$ cat config.mk
export PLATFORM = sky130hd
export DESIGN_NAME = mcu_spi_word_rx
export DESIGN_NICKNAME = d
export VERILOG_FILES = /design/src/rtl/mcu_if_pkg.sv /design/src/rtl/sync_edge_det.sv /design/src/rtl/mcu_spi_word_rx.sv
export SDC_FILE = /design/constraint.sdc
export NUM_CORES = 1
export LEC_CHECK = 0
export BUFFER_PORTS_ARGS = -buffer_cell sky130_fd_sc_hd__buf_2
export CORE_MARGIN = 2
export CORE_UTILIZATION = 50
export CTS_CLUSTER_DIAMETER = 40
export DETAILED_ROUTE_END_ITERATION = 16
export GPL_TIMING_DRIVEN = 0
export PLACE_DENSITY = 0.71
export SYNTH_ARGS = -nofsm -noshare
export SYNTH_HDL_FRONTEND = slang
export SYNTH_SLANG_ARGS = --single-unit
$ cat constraint.sdc
create_clock -name clk_in -period 6.3 [get_ports clk_in]
set_clock_uncertainty 0.05 [all_clocks]
set_input_delay 1.89 -clock clk_in [delete_from_list [all_inputs] [get_ports clk_in]]
set_output_delay 1.89 -clock clk_in [all_outputs]
set_load 0.02 [all_outputs]
$ cat src/rtl/mcu_if_pkg.sv
// Shared definitions for the MCU command link: word width, parser header
// words and the receiver FSM state encoding.
package mcu_if_pkg;

    localparam int MCU_WORD_W = 16;

    localparam logic [MCU_WORD_W-1:0] HDR_WORD_A = 16'h9B5D;
    localparam logic [MCU_WORD_W-1:0] HDR_WORD_B = 16'hB79E;

    typedef enum logic [1:0] {
        ST_IDLE  = 2'd0,
        ST_SHIFT = 2'd1,
        ST_ABORT = 2'd2
    } rx_state_e;

endpackage

$ cat src/rtl/sync_edge_det.sv
// Multi-flop synchroniser for one asynchronous pin, plus a delay flop so the
// synchronised level can be turned into single-cycle rise/fall strobes.
module sync_edge_det #(
    parameter int   SYNC_STAGES = 2,
    parameter logic RST_VAL     = 1'b0
) (
    input  logic clk_in,
    input  logic rst,
    input  logic d_i,
    output logic sync_o,
    output logic rise_o,
    output logic fall_o
);

    logic [SYNC_STAGES-1:0] sync_q;
    logic                   dly_q;

    always_ff @(posedge clk_in or posedge rst) begin
        if (rst) begin
            sync_q <= {SYNC_STAGES{RST_VAL}};
            dly_q  <= RST_VAL;
        end else begin
            sync_q <= {sync_q[SYNC_STAGES-2:0], d_i};
            dly_q  <= sync_q[SYNC_STAGES-1];
        end
    end

    assign sync_o = sync_q[SYNC_STAGES-1];
    assign rise_o = sync_o & ~dly_q;
    assign fall_o = ~sync_o & dly_q;

endmodule

$ cat src/rtl/mcu_spi_word_rx.sv
// SPI mode-0 word receiver for the MCU command parser, oversampled in clk_in.
// Define MCU_RX_TIMEOUT_EN to abort partial words after TIMEOUT_CYC idle cycles.
module mcu_spi_word_rx
    import mcu_if_pkg::*;
#(
    parameter int SYNC_STAGES = 2,
    parameter int WORD_W      = MCU_WORD_W,
    parameter int CNT_W       = 5,
    parameter int TIMEOUT_CYC = 1024
) (
    input  logic              clk_in,
    input  logic              rst,
    input  logic              spi_sclk,
    input  logic              spi_cs_n,
    input  logic              spi_mosi,
    output logic [WORD_W-1:0] ok1,
    output logic              data_valid,
    output logic              frame_active,
    output logic [CNT_W-1:0]  word_cnt,
    output logic              err_partial,
    output logic [7:0]        err_cnt
);

    localparam int BC_W = $clog2(WORD_W);
    localparam int SE_W = $clog2(SYNC_STAGES + 2);
    localparam logic [SE_W-1:0] SETTLE_END = SE_W'(SYNC_STAGES + 1);

    logic sclk_rise, cs_s, cs_rise, cs_fall, mosi_s;
    logic [SYNC_STAGES-1:0] mosi_q;

    sync_edge_det #(.SYNC_STAGES(SYNC_STAGES), .RST_VAL(1'b0)) u_sclk (
        .clk_in(clk_in), .rst(rst), .d_i(spi_sclk),
        .sync_o(), .rise_o(sclk_rise), .fall_o()
    );

    sync_edge_det #(.SYNC_STAGES(SYNC_STAGES), .RST_VAL(1'b1)) u_cs (
        .clk_in(clk_in), .rst(rst), .d_i(spi_cs_n),
        .sync_o(cs_s), .rise_o(cs_rise), .fall_o(cs_fall)
    );

    always_ff @(posedge clk_in or posedge rst) begin
        if (rst) mosi_q <= '0;
        else     mosi_q <= {mosi_q[SYNC_STAGES-2:0], spi_mosi};
    end
    assign mosi_s = mosi_q[SYNC_STAGES-1];

    // The cs_n chain resets high, so a pin held low through reset would look
    // like a falling edge. Only arm frame start once cs_n is seen high after
    // the chain has flushed.
    logic [SE_W-1:0] settle_q;
    logic            armed_q;

    always_ff @(posedge clk_in or posedge rst) begin
        if (rst) begin
            settle_q <= '0;
            armed_q  <= 1'b0;
        end else begin
            if (settle_q != SETTLE_END) settle_q <= settle_q + 1'b1;
            if (settle_q == SETTLE_END && cs_s) armed_q <= 1'b1;
        end
    end

    rx_state_e         state_q, state_d;
    logic [WORD_W-1:0] shift_q, shift_d, ok1_q, ok1_d, shifted;
    logic [BC_W-1:0]   bit_q, bit_d;
    logic [CNT_W-1:0]  wcnt_q, wcnt_d;
    logic [7:0]        ecnt_q, ecnt_d;
    logic              done_q, done_d, dv_q;

`ifdef MCU_RX_TIMEOUT_EN
    localparam int TO_W = $clog2(TIMEOUT_CYC + 1);
    logic [TO_W-1:0] to_q, to_d;

    always_ff @(posedge clk_in or posedge rst) begin
        if (rst) to_q <= '0;
        else     to_q <= to_d;
    end
`endif

    assign shifted = {shift_q[WORD_W-2:0], mosi_s};

    always_comb begin
        state_d = state_q;
        shift_d = shift_q;
        bit_d   = bit_q;
        ok1_d   = ok1_q;
        wcnt_d  = wcnt_q;
        ecnt_d  = ecnt_q;
        done_d  = 1'b0;
`ifdef MCU_RX_TIMEOUT_EN
        to_d    = '0;
`endif
        case (state_q)
            ST_IDLE: begin
                shift_d = '0;
                bit_d   = '0;
                if (cs_fall && armed_q) begin
                    state_d = ST_SHIFT;
                    wcnt_d  = '0;
                end
            end
            ST_SHIFT: begin
                // cs_n deassertion takes priority over a coincident SCLK rise
                if (cs_rise) begin
                    state_d = (bit_q == '0) ? ST_IDLE : ST_ABORT;
                end else if (sclk_rise) begin
                    shift_d = shifted;
                    if (bit_q == BC_W'(WORD_W - 1)) begin
                        ok1_d  = shifted;
                        done_d = 1'b1;
                        bit_d  = '0;
                        if (wcnt_q != {CNT_W{1'b1}}) wcnt_d = wcnt_q + 1'b1;
                    end else begin
                        bit_d = bit_q + 1'b1;
                    end
                end
`ifdef MCU_RX_TIMEOUT_EN
                else if (bit_q != '0) begin
                    if (to_q == TO_W'(TIMEOUT_CYC - 1)) state_d = ST_ABORT;
                    else                                to_d    = to_q + 1'b1;
                end
`endif
            end
            ST_ABORT: begin
                shift_d = '0;
                bit_d   = '0;
                if (ecnt_q != 8'hFF) ecnt_d = ecnt_q + 1'b1;
                state_d = cs_s ? ST_IDLE : ST_SHIFT;
            end
            default: state_d = ST_IDLE;
        endcase
    end

    always_ff @(posedge clk_in or posedge rst) begin
        if (rst) begin
            state_q <= ST_IDLE;
            shift_q <= '0;
            bit_q   <= '0;
            ok1_q   <= '0;
            wcnt_q  <= '0;
            ecnt_q  <= '0;
            done_q  <= 1'b0;
            dv_q    <= 1'b0;
        end else begin
            state_q <= state_d;
            shift_q <= shift_d;
            bit_q   <= bit_d;
            ok1_q   <= ok1_d;
            wcnt_q  <= wcnt_d;
            ecnt_q  <= ecnt_d;
            done_q  <= done_d;
            dv_q    <= done_q;
        end
    end

    assign ok1          = ok1_q;
    assign data_valid   = dv_q;
    assign frame_active = (state_q != ST_IDLE) & ~cs_s;
    assign word_cnt     = wcnt_q;
    assign err_partial  = (state_q == ST_ABORT);
    assign err_cnt      = ecnt_q;

endmodule

==> out/summary.txt <==
Worst Setup Start Kind - flip-flop
DP Wirelength - 2.99 mm
Min-Delay Path Class - reg2reg
post-synth net total - 209
synthesized area - 0.00265 mm^2
TritonCTS Sinks - 63
asr flop ratio synth - 100%
post-cts resize count - 0
row cnt - 26
Top FF cell, synth - dfrtp_1
total gr overflow - 0
Setup violations, final - 0
Worst EP required - 4360 ps
Die ar. - 0.00590 mm^2
outcome - finished, final reports clean
initial antenna violation count - 0
CP Class - reg2out
Final #Nets - 257
1st-iter DRT viols - 70
total CTS buffers - 9
share of the synthesized area in the top cell type - 56.6%
Die W - 76.8 um
Core ar. - 0.00511 mm^2
Area contributors post-synth - dfrtp_1 (57%), mux2_4 (5.1%), mux2i_1 (4.5%)
Via density - 5.24
routability cong. - 0.711
commonest cells in the netlist - dfrtp_1 (60), nor2_1 (16), mux2i_1 (12), nand3_1 (12), mux2_2 (10)
first-pass GRT wire length - 7.66 mm
Synth Area in XOR/XNOR - 1.98%
Synth area leader - dfrtp_1
CTS tree - done
DR vias - 1678
Initial Utilization - 51.9%
clock transition at the registers of the reported paths - 60 ps
ratio of cells with drive above 1 in the final layout - 34.4%
Placed Area - 0.00294 mm^2
clock root cell - clkbuf_8
Post-Synth Adder-Cell Area - 2.83%
clk buf depth - 2
postcts setup bufs - 0
Leakage - 0.00156 uW
FF+latch area - 0.00158 mm^2
fin crit share - 52.5%
simple logic cell fraction of the synthesized area - 12.9%
post-synthesis mux area share - 13.9%
CP Capture Type - primary output
Mapped Cells - 198
GRT Util Overall - 16.5%
count leader, synth - dfrtp_1
Slew Limit Fails - 0
Port Buffers - 36
CP max FO - 7
vias in the first global route - 1671
final WL - 4.36 mm
#FFs+latches synth - 63
post-synthesis compound-gate area fraction - 6.75%
IO Count - 37
Routed Antenna Nets - 0
Final Critical Period - 3310 ps
Synth cell types - 41
Max-slew headroom - 58.8%
area of the multi-input gates - 0.00102 mm^2
pwr/cell area - 259 mW/mm^2
Routed WL per cell - 13.6 um
worst slew pin tran - 613 ps
Avg Cell Area, Syn - 13.4 um^2
EDFF count, synth - 0
Antenna diodes - 0
Fin Setup TNS - 0 ps
Max-cap violations - 0
Worst Path Arrival - 1370 ps
largest family of logic cells by synthesized area - multiplexers
DRC violations left - 0
Final Hold Fails - 0
RSZ-0062 raised after global routing - false
first drt pass iteration count - 4
Fillers - 419
Max H-tree Level - 3
maximum VDD drop - 0.000175 V
sequential area share after synthesis - 59.6%
fmax - 302 MHz
post-route cell area - 0.00312 mm^2
Synth-to-Final Area Change - 17.7%
Die H - 76.8 um
synth warn - 0
worst skew pair latency - 330 ps
largest net degree at the start of global routing - 37
hold_buf cts - 0
cell type report:
cell class,instances,share of cell area (%)
Timing Repair Buffer,37,6.41
Multi-Input combinational cell,124,32.5
Tap cell,70,2.81
Sequential cell,63,50.6
Buffer,4,0.922
Inverter,7,0.842
Clock buffer,12,5.29
Clock inverter,3,0.561
layout by cell type, fill, tap and decap left out, types with 2 or more instances in the layout:
cell and instances:
and2b_2 2, and3_1 2, inv_1 6, nand3_1 12
xor2_1 2, a21o_1 2, mux2i_1 12, clkinv_2 2
dfrtp_1 60, buf_2 37, xnor2_1 4, nand4_1 6
clkbuf_8 12, o21ai_0 2, nand2b_1 3, dfstp_2 3
nand2_1 5, a21oi_1 2, mux2_4 9, mux2_2 10
a22o_1 9, nor2_1 16, nor3_1 2, a41oi_1 2
ha_1 6, a31oi_1 2
flip-flops by register name, indices dropped and copies added, names as in the netlist:
register and count:
mosi_q 2, u_sclk.dly_q 1, err_cnt 8, bit_q 4
ok1 16, shift_q 15, done_q 1, armed_q 1
settle_q 2, u_cs.sync_q 2, data_valid 1, word_cnt 5
u_cs.dly_q 1, u_sclk.sync_q 2, state_q 2
per-layer routing:
metal / track usage (%) / part of all wire (%)
met1: 22.4 / 47
met2: 24.6 / 46
met3: 3.53 / 4.2
met4: 9.27 / 1.9
met5: 0 / 0
path summary, 6_finish.rpt:
| kind | from | endpoint | slack (ps) | depth (start not counted) |
|---|---|---|---|---|
| hold reg to reg | u_sclk.sync_q[0] | u_sclk.sync_q[1] | 300 | 0 |
| hold / removal | u_sclk.sync_q[0] | u_sclk.sync_q[1] | 300 | 0 |
| max in group asynchronous | rst | ok1[15] | 4040 | 3 |
| min in group asynchronous | rst | err_cnt[7] | 1570 | 2 |
| setup reg to reg | word_cnt[0] | word_cnt[2] | 4170 | 7 |
| setup / recovery | state_q[0] | err_partial | 2990 | 3 |
cells by family (layout without fill, tap and decap cells):
group	after synthesis	count (layout)
AO/OA/AOI/OAI	23	23
XOR/XNOR	6	6
adder cells (fa/ha/maj)	6	6
buffers and inverters	11	63
flip-flops	63	63
multiplexers	31	31
AND/OR/NAND/NOR	58	58
power by group:
| part | internal (uW) | total (uW) | leakage [uW] | switching (uW) |
|---|---|---|---|---|
| sequential | 416 | 428 | 0.000838 | 11.6 |
| clock | 171 | 317 | 0.0000942 | 146 |
| combinational | 23.2 | 64.7 | 0.000628 | 41.6 |
| total | 611 | 809 | 0.00156 | 199 |
metrics by stage:
step	setup WS (ps)	utilization (%)	instances	hold WS [ps]	total power, uW
global placement	2050	57.2	304	282	498
CTS	2960	61.1	320	304	820
detailed placement	3330	57.5	305	289	502
global route	2930	61.1	320	313	849
finish	2990	61.1	320	301	809
floorplan	2800	-	198	281	481
critical path, cell delays in order, from the launching register on:
cell and delay, ps:
dfrtp_1 450, and2b_2 230, clkbuf_2 170, buf_2 190
(Power assumes the default switching activity.)
